File: config.mk
export PLATFORM = sky130hd
export DESIGN_NAME = mcu_spi_master
export DESIGN_NICKNAME = d
export VERILOG_FILES = /design/src/rtl/mcu_spi_master.sv
export SDC_FILE = /design/constraint.sdc
export NUM_CORES = 1
export LEC_CHECK = 0
export ABC_AREA = 1
export BUFFER_PORTS_ARGS = -buffer_cell sky130_fd_sc_hd__buf_2
export CAP_MARGIN = 20
export CORE_MARGIN = 1.5
export CORE_UTILIZATION = 51
export CTS_CLUSTER_DIAMETER = 120
export CTS_CLUSTER_SIZE = 12
export DETAILED_ROUTE_END_ITERATION = 7
export GPL_ROUTABILITY_DRIVEN = 0
export HOLD_SLACK_MARGIN = 0.06
export MAX_ROUTING_LAYER = met4
export PLACE_DENSITY_LB_ADDON = 0.15
export SETUP_SLACK_MARGIN = 0.1
export SYNTH_ARGS = -nofsm -noshare
export SYNTH_HDL_FRONTEND = slang
export SYNTH_SLANG_ARGS = --single-unit
export TNS_END_PERCENT = 100
File: constraint.sdc
create_clock -name clk32 -period 1.5 [get_ports clk32]
set_input_delay 0.075 -clock clk32 [delete_from_list [all_inputs] [get_ports clk32]]
set_output_delay 0.075 -clock clk32 [all_outputs]
set_load 0.02 [all_outputs]
File: src/rtl/mcu_spi_master.sv
// Byte-oriented SPI mode-0 master for the MCU control link, with optional CSN hold between bytes.
// Optional interrupt synchronizer/edge detector on spi_intn is enabled by defining MCU_SPI_MASTER_IRQ_EN.
module mcu_spi_master #(
  parameter int unsigned CLK_DIV = 4
) (
  input  logic       clk32,
  input  logic       reset,
  input  logic       start,
  input  logic       cs_hold,
  input  logic       release_req,
  input  logic [7:0] tx_data,
  output logic [7:0] rx_data,
  output logic       rx_valid,
  output logic       busy,
  output logic       spi_sclk,
  output logic       spi_csn,
  output logic       spi_mosi,
  input  logic       spi_miso,
  input  logic       spi_intn,
  output logic       irq,
  output logic       irq_level
);

  localparam int unsigned CNT_W = 8;
  localparam int unsigned BIT_W = 3;
  localparam logic [CNT_W-1:0] CNT_LOAD = CNT_W'(CLK_DIV - 1);

  typedef enum logic [2:0] {
    ST_IDLE,
    ST_SETUP,
    ST_HIGH,
    ST_LOW,
    ST_DONE,
    ST_HOLD,
    ST_GAP
  } state_e;

  state_e           state_q, state_d;
  logic [CNT_W-1:0] cnt_q, cnt_d;
  logic [BIT_W-1:0] bit_q, bit_d;
  logic [7:0]       tx_sh_q, tx_sh_d;
  logic [7:0]       rx_sh_q, rx_sh_d;
  logic             hold_q, hold_d;
  logic [7:0]       rx_data_q, rx_data_d;
  logic             rx_valid_q, rx_valid_d;
  logic             busy_q, busy_d;
  logic             sclk_q, sclk_d;
  logic             csn_q, csn_d;
  logic             mosi_q, mosi_d;
  logic             accept;

  always_ff @(posedge clk32) begin
    if (reset) begin
      state_q    <= ST_IDLE;
      cnt_q      <= '0;
      bit_q      <= '0;
      tx_sh_q    <= '0;
      rx_sh_q    <= '0;
      hold_q     <= 1'b0;
      rx_data_q  <= '0;
      rx_valid_q <= 1'b0;
      busy_q     <= 1'b0;
      sclk_q     <= 1'b0;
      csn_q      <= 1'b1;
      mosi_q     <= 1'b0;
    end else begin
      state_q    <= state_d;
      cnt_q      <= cnt_d;
      bit_q      <= bit_d;
      tx_sh_q    <= tx_sh_d;
      rx_sh_q    <= rx_sh_d;
      hold_q     <= hold_d;
      rx_data_q  <= rx_data_d;
      rx_valid_q <= rx_valid_d;
      busy_q     <= busy_d;
      sclk_q     <= sclk_d;
      csn_q      <= csn_d;
      mosi_q     <= mosi_d;
    end
  end

  // Next state and datapath; pins are registered from the next state so they align with state_q.
  always_comb begin
    state_d   = state_q;
    cnt_d     = cnt_q;
    bit_d     = bit_q;
    tx_sh_d   = tx_sh_q;
    rx_sh_d   = rx_sh_q;
    hold_d    = hold_q;
    rx_data_d = rx_data_q;
    accept    = 1'b0;

    case (state_q)
      ST_IDLE: begin
        if (start) accept = 1'b1;
      end
      ST_SETUP: begin
        if (cnt_q == '0) begin
          state_d = ST_HIGH;
          cnt_d   = CNT_LOAD;
          rx_sh_d = {rx_sh_q[6:0], spi_miso};
        end else begin
          cnt_d = cnt_q - CNT_W'(1);
        end
      end
      ST_HIGH: begin
        if (cnt_q == '0) begin
          state_d = ST_LOW;
          cnt_d   = CNT_LOAD;
          tx_sh_d = {tx_sh_q[6:0], 1'b0};
        end else begin
          cnt_d = cnt_q - CNT_W'(1);
        end
      end
      ST_LOW: begin
        if (cnt_q == '0) begin
          if (bit_q == '0) begin
            state_d = ST_DONE;
          end else begin
            state_d = ST_HIGH;
            cnt_d   = CNT_LOAD;
            bit_d   = bit_q - BIT_W'(1);
            rx_sh_d = {rx_sh_q[6:0], spi_miso};
          end
        end else begin
          cnt_d = cnt_q - CNT_W'(1);
        end
      end
      ST_DONE: begin
        if (hold_q) begin
          state_d = ST_HOLD;
        end else begin
          state_d = ST_GAP;
          cnt_d   = CNT_LOAD;
        end
      end
      ST_HOLD: begin
        // release has priority over a coincident start
        if (release_req) begin
          state_d = ST_GAP;
          cnt_d   = CNT_LOAD;
        end else if (start) begin
          accept = 1'b1;
        end
      end
      ST_GAP: begin
        if (cnt_q == '0) begin
          state_d = ST_IDLE;
        end else begin
          cnt_d = cnt_q - CNT_W'(1);
        end
      end
      default: state_d = ST_IDLE;
    endcase

    if (accept) begin
      state_d = ST_SETUP;
      cnt_d   = CNT_LOAD;
      bit_d   = BIT_W'(7);
      tx_sh_d = tx_data;
      hold_d  = cs_hold;
    end

    csn_d      = (state_d == ST_IDLE) || (state_d == ST_GAP);
    sclk_d     = (state_d == ST_HIGH);
    mosi_d     = ((state_d == ST_SETUP) || (state_d == ST_HIGH) || (state_d == ST_LOW))
                 ? tx_sh_d[7] : 1'b0;
    busy_d     = (state_d != ST_IDLE) && (state_d != ST_HOLD);
    rx_valid_d = (state_d == ST_DONE);
    if (state_d == ST_DONE) rx_data_d = rx_sh_d;
  end

  assign rx_data  = rx_data_q;
  assign rx_valid = rx_valid_q;
  assign busy     = busy_q;
  assign spi_sclk = sclk_q;
  assign spi_csn  = csn_q;
  assign spi_mosi = mosi_q;

`ifdef MCU_SPI_MASTER_IRQ_EN
  logic sync1_q, sync1_d;
  logic sync2_q, sync2_d;
  logic prev_q, prev_d;
  logic irq_q, irq_d;
  logic irq_level_q, irq_level_d;

  // Two-flop synchronizer, then a delayed copy for falling-edge detection.
  always_ff @(posedge clk32) begin
    if (reset) begin
      sync1_q     <= 1'b1;
      sync2_q     <= 1'b1;
      prev_q      <= 1'b1;
      irq_q       <= 1'b0;
      irq_level_q <= 1'b0;
    end else begin
      sync1_q     <= sync1_d;
      sync2_q     <= sync2_d;
      prev_q      <= prev_d;
      irq_q       <= irq_d;
      irq_level_q <= irq_level_d;
    end
  end

  always_comb begin
    sync1_d     = spi_intn;
    sync2_d     = sync1_q;
    prev_d      = sync2_q;
    irq_d       = prev_q & ~sync2_q;
    irq_level_d = ~sync2_q;
  end

  assign irq       = irq_q;
  assign irq_level = irq_level_q;
`else
  logic unused_intn;
  assign unused_intn = spi_intn;
  assign irq         = 1'b0;
  assign irq_level   = 1'b0;
`endif

endmodule

==> flow_summary.toml <==
[run_status]
status = "complete, but fails checks"
violations = "negative setup slack"

[power]
pwr-share-clk = 0.130
p_int_mw = 3.38
leakage_nw = 1.46
sw_frac_of_total = 0.450
power_density_nw_per_um2 = 2000
switchingPower_mw = 2.77
seq_power_share = 0.279
power_frac_comb = 0.591
vdd_drop_max_mv = 1.13
totalPowerFinal_mw = 6.15

[global_route]
grt_max_degree = 17
grt_pass1_wl_um = 8560
grt_overflow = 0
antenna_found_initial = 0
grt_pass1_vias = 1943
grt.total_usage = 0.219

[finish]
final_layout_size_suffix_gt1_frac = 0.414
fin_nets = 402
stdcell_area_um2 = 3080
syn_to_final_growth_pct = 34.7
fill_cells = 352
diodes = 0
postLayoutCoreUtil = 0.712
final_cells = 436

[placement]
io_buffers = 26
post-dp-hpwl_um = 3530
place_inst = 418
dpl_cell_area_um2 = 2670
dp_worst_setup_slack_ns = -0.0460

[setup_path]
r2r-end = "spi_csn"
critPathCaptureType = "flop"
path_max_fanout = 7
worstPathRequired_ns = 1.70
timing.rr.start = "cnt_q[0]"
reg2regPathDepth = 11
arrival_ns = 1.71
timing.reg2reg.setup_slack_ns = -0.007
worstSetupPathType = "reg -> reg"
worst_setup_path_start_kind = "flop"

[cts]
clk_pin_slew_ns = 0.08
h-tree-depth = 2
cts_root_buf = "clkbuf_8"
cts_tree = "built"
cts_made_buffers = 5
insertion_delay_ns = 0.30
clockBufferDepth = 2
clock_sinks = 44

[yosys]
synth.avg_cell_area_um2 = 7.19
ys.flop_type = "dfxtp_1"
synth-seq-cells = 44
yosys.area.top_type_share = 0.385
ys_async_sr_fraction = 0
synth_edf_count = 0
synth_area_um2 = 2290
ys_warn_count = 0
netlist_top_cells_area = "dfxtp_1, nand2_1, inv_1"
netlist_instances = 318
ys_seq_area_frac = 0.385
synth_top_area_cell = "dfxtp_1"
synth.distinct_cells = 34

[floorplan]
initial_core_util = 0.529
die_w_um = 70.0
ioPinCount = 30
die-area_um2 = 4890
die_h_um = 70.0
num_rows = 24
coreArea_um2 = 4320

[timing]
skew_ns = 0.00242
finalWorstSetupSlack_ns = -0.00730
setup_viol = 3
rsz0062_at_grt = "yes"
period_share = 1.00
fmax_ghz = 0.663
hold_violations = 0
fin_crit_ns = 1.51
drv_slew = 0

[flow_run]
maxCapViolCount = 0

[detailed_routing]
post-route-drc-count = 0
via_per_inst = 4.95
drtIter0Drc = 106
vias = 2158
ant_nets = 0
routed_wl_um = 5080
firstDrtPassIters = 5
wl_per_cell_um = 11.7

[worst_hold_path]
worstHoldStart = "tx_data[4]"
worstHoldPathCells = 5
hold_path_end = "tx_sh_q[4]"
hp-class = "in -> reg"
==> cells by family after synthesis <==
group	share of synthesized area
other	0.00164
buffers and inverters	0.119
DFF	0.385
adders and majority gates	0.0219
and+or+nand+nor	0.316
AOI/OAI and AO/OA	0.155
==> cells in the final DEF (no fill, tap or decap), types with 2 or more instances in the layout <==
| cell | instances |
|---|---|
| nand4_1 | 4 |
| inv_1 | 37 |
| nand2_1 | 52 |
| buf_4 | 33 |
| o21ai_1 | 13 |
| dlygate4sd3_1 | 4 |
| a21oi_2 | 6 |
| nor2_4 | 7 |
| buf_6 | 3 |
| buf_2 | 26 |
| inv_4 | 4 |
| dfxtp_2 | 5 |
| a21oi_1 | 15 |
| clkbuf_8 | 6 |
| nor2_2 | 7 |
| o21ai_2 | 14 |
| nand2_4 | 7 |
| nand2_2 | 11 |
| dfxtp_4 | 2 |
| inv_2 | 8 |
| nor2_1 | 24 |
| clkinvlp_4 | 2 |
| dfxtp_1 | 37 |
| ha_1 | 2 |
| nand3_2 | 3 |
| o21ai_0 | 14 |
| nand3_1 | 18 |
| conb_1 | 2 |
| nand3_4 | 4 |
==> power by group through the flow <==
stage	clock network (mW)	logic [mW]	registers [mW]
finish	0.800	3.63	1.71
floorplan	0	2.16	1.73
global route	0.862	4.05	1.75
CTS	0.820	3.32	1.69
global placement	0	3.02	1.67
detailed placement	0	3.09	1.68
==> registers in the layout, indices dropped and copies added, names as in the netlist <==
| signal | cells |
|---|---|
| rx_sh_q | 8 |
| cnt_q | 8 |
| rx_data | 8 |
| spi_mosi | 1 |
| tx_sh_q | 8 |
| bit_q | 3 |
| state_q | 3 |
| spi_csn | 1 |
| hold_q | 1 |
| busy | 1 |
| spi_sclk | 1 |
| rx_valid | 1 |
==> timing repair <==
| item | 4_1_cts | 5_1_grt |
|---|---|---|
| gates cloned | 0 | 1 |
| pin swaps | 5 | 18 |
| endpoints found under the setup margin | 40 | 41 |
| endpoints found under the hold margin | 4 | 0 |
| setup buffers | 2 | 3 |
| hold buffers | 4 | 0 |
| gates resized for setup | 30 | 54 |
==> through the flow <==
stage / TNS [ns] / hold WS [ns]
global route: -1.72 / 0.117
detailed placement: -0.139 / 0.315
global placement: -0.0711 / 0.311
CTS: 0 / 0.0842
floorplan: 0 / 0.222
finish: -0.0116 / 0.0815
==> critical path: stages, from the launching register on <==
cell and delay, ns:
dfxtp_2 0.33, inv_2 0.07, ha_4 0.14, nand2_4 0.07, nor2_8 0.20, nand3_4 0.18
nand3_4 0.12, nand2_4 0.07, inv_4 0.06, nand2_4 0.05, nand2_1 0.06, nand2_1 0.04
==> Yosys cell counts (3+ instances only) <==
cell type and count:
dfxtp_1 44, a21oi_1 21, inv_2 4, ha_1 4, buf_6 3, inv_1 45
nor2_2 7, o21ai_2 8, o21ai_0 31, buf_4 3, nand2_1 61, nand2_4 3
nand4_1 4, nor2_1 30, nand3_1 21, nand2_2 7
==> worst max-delay path by stage <==
stage          cells after the start  slack [ns]       start    endpoint
2_1_floorplan                      9         0.1    cnt_q[3]  rx_data[5]
5_1_grt                           10       -0.09    cnt_q[0]    cnt_q[2]
3_5_place_dp                       9       -0.05  state_q[1]    cnt_q[3]
4_1_cts                            9        0.02    bit_q[0]  rx_data[1]
6_report                          11      -0.007    cnt_q[0]     spi_csn
3_3_place_gp                       9       -0.04  state_q[1]    cnt_q[3]
==> layout make-up <==
cell class,count,area (um2),area share
Clock inverter,2,15.0,0.00488
Sequential cell,44,895,0.291
Multi-Input combinational cell,214,1350,0.438
Clock buffer,6,82.6,0.0268
Timing Repair Buffer,67,467,0.152
Tap cell,52,65.1,0.0211
Inverter,51,208,0.0675
==> metal layers <==
| metal | track usage | up-vias | part of all wire |
|---|---|---|---|
| met1 | 0.285 | 967 | 0.48 |
| met3 | 0.0433 | 8 | 0.033 |
| li1 | - | 1142 | - |
| met4 | 0.0513 | 0 | 0.013 |
| met2 | 0.353 | 41 | 0.48 |
| met5 | - | - | 0 |
Note: power is estimated with default switching activity, not from simulation.
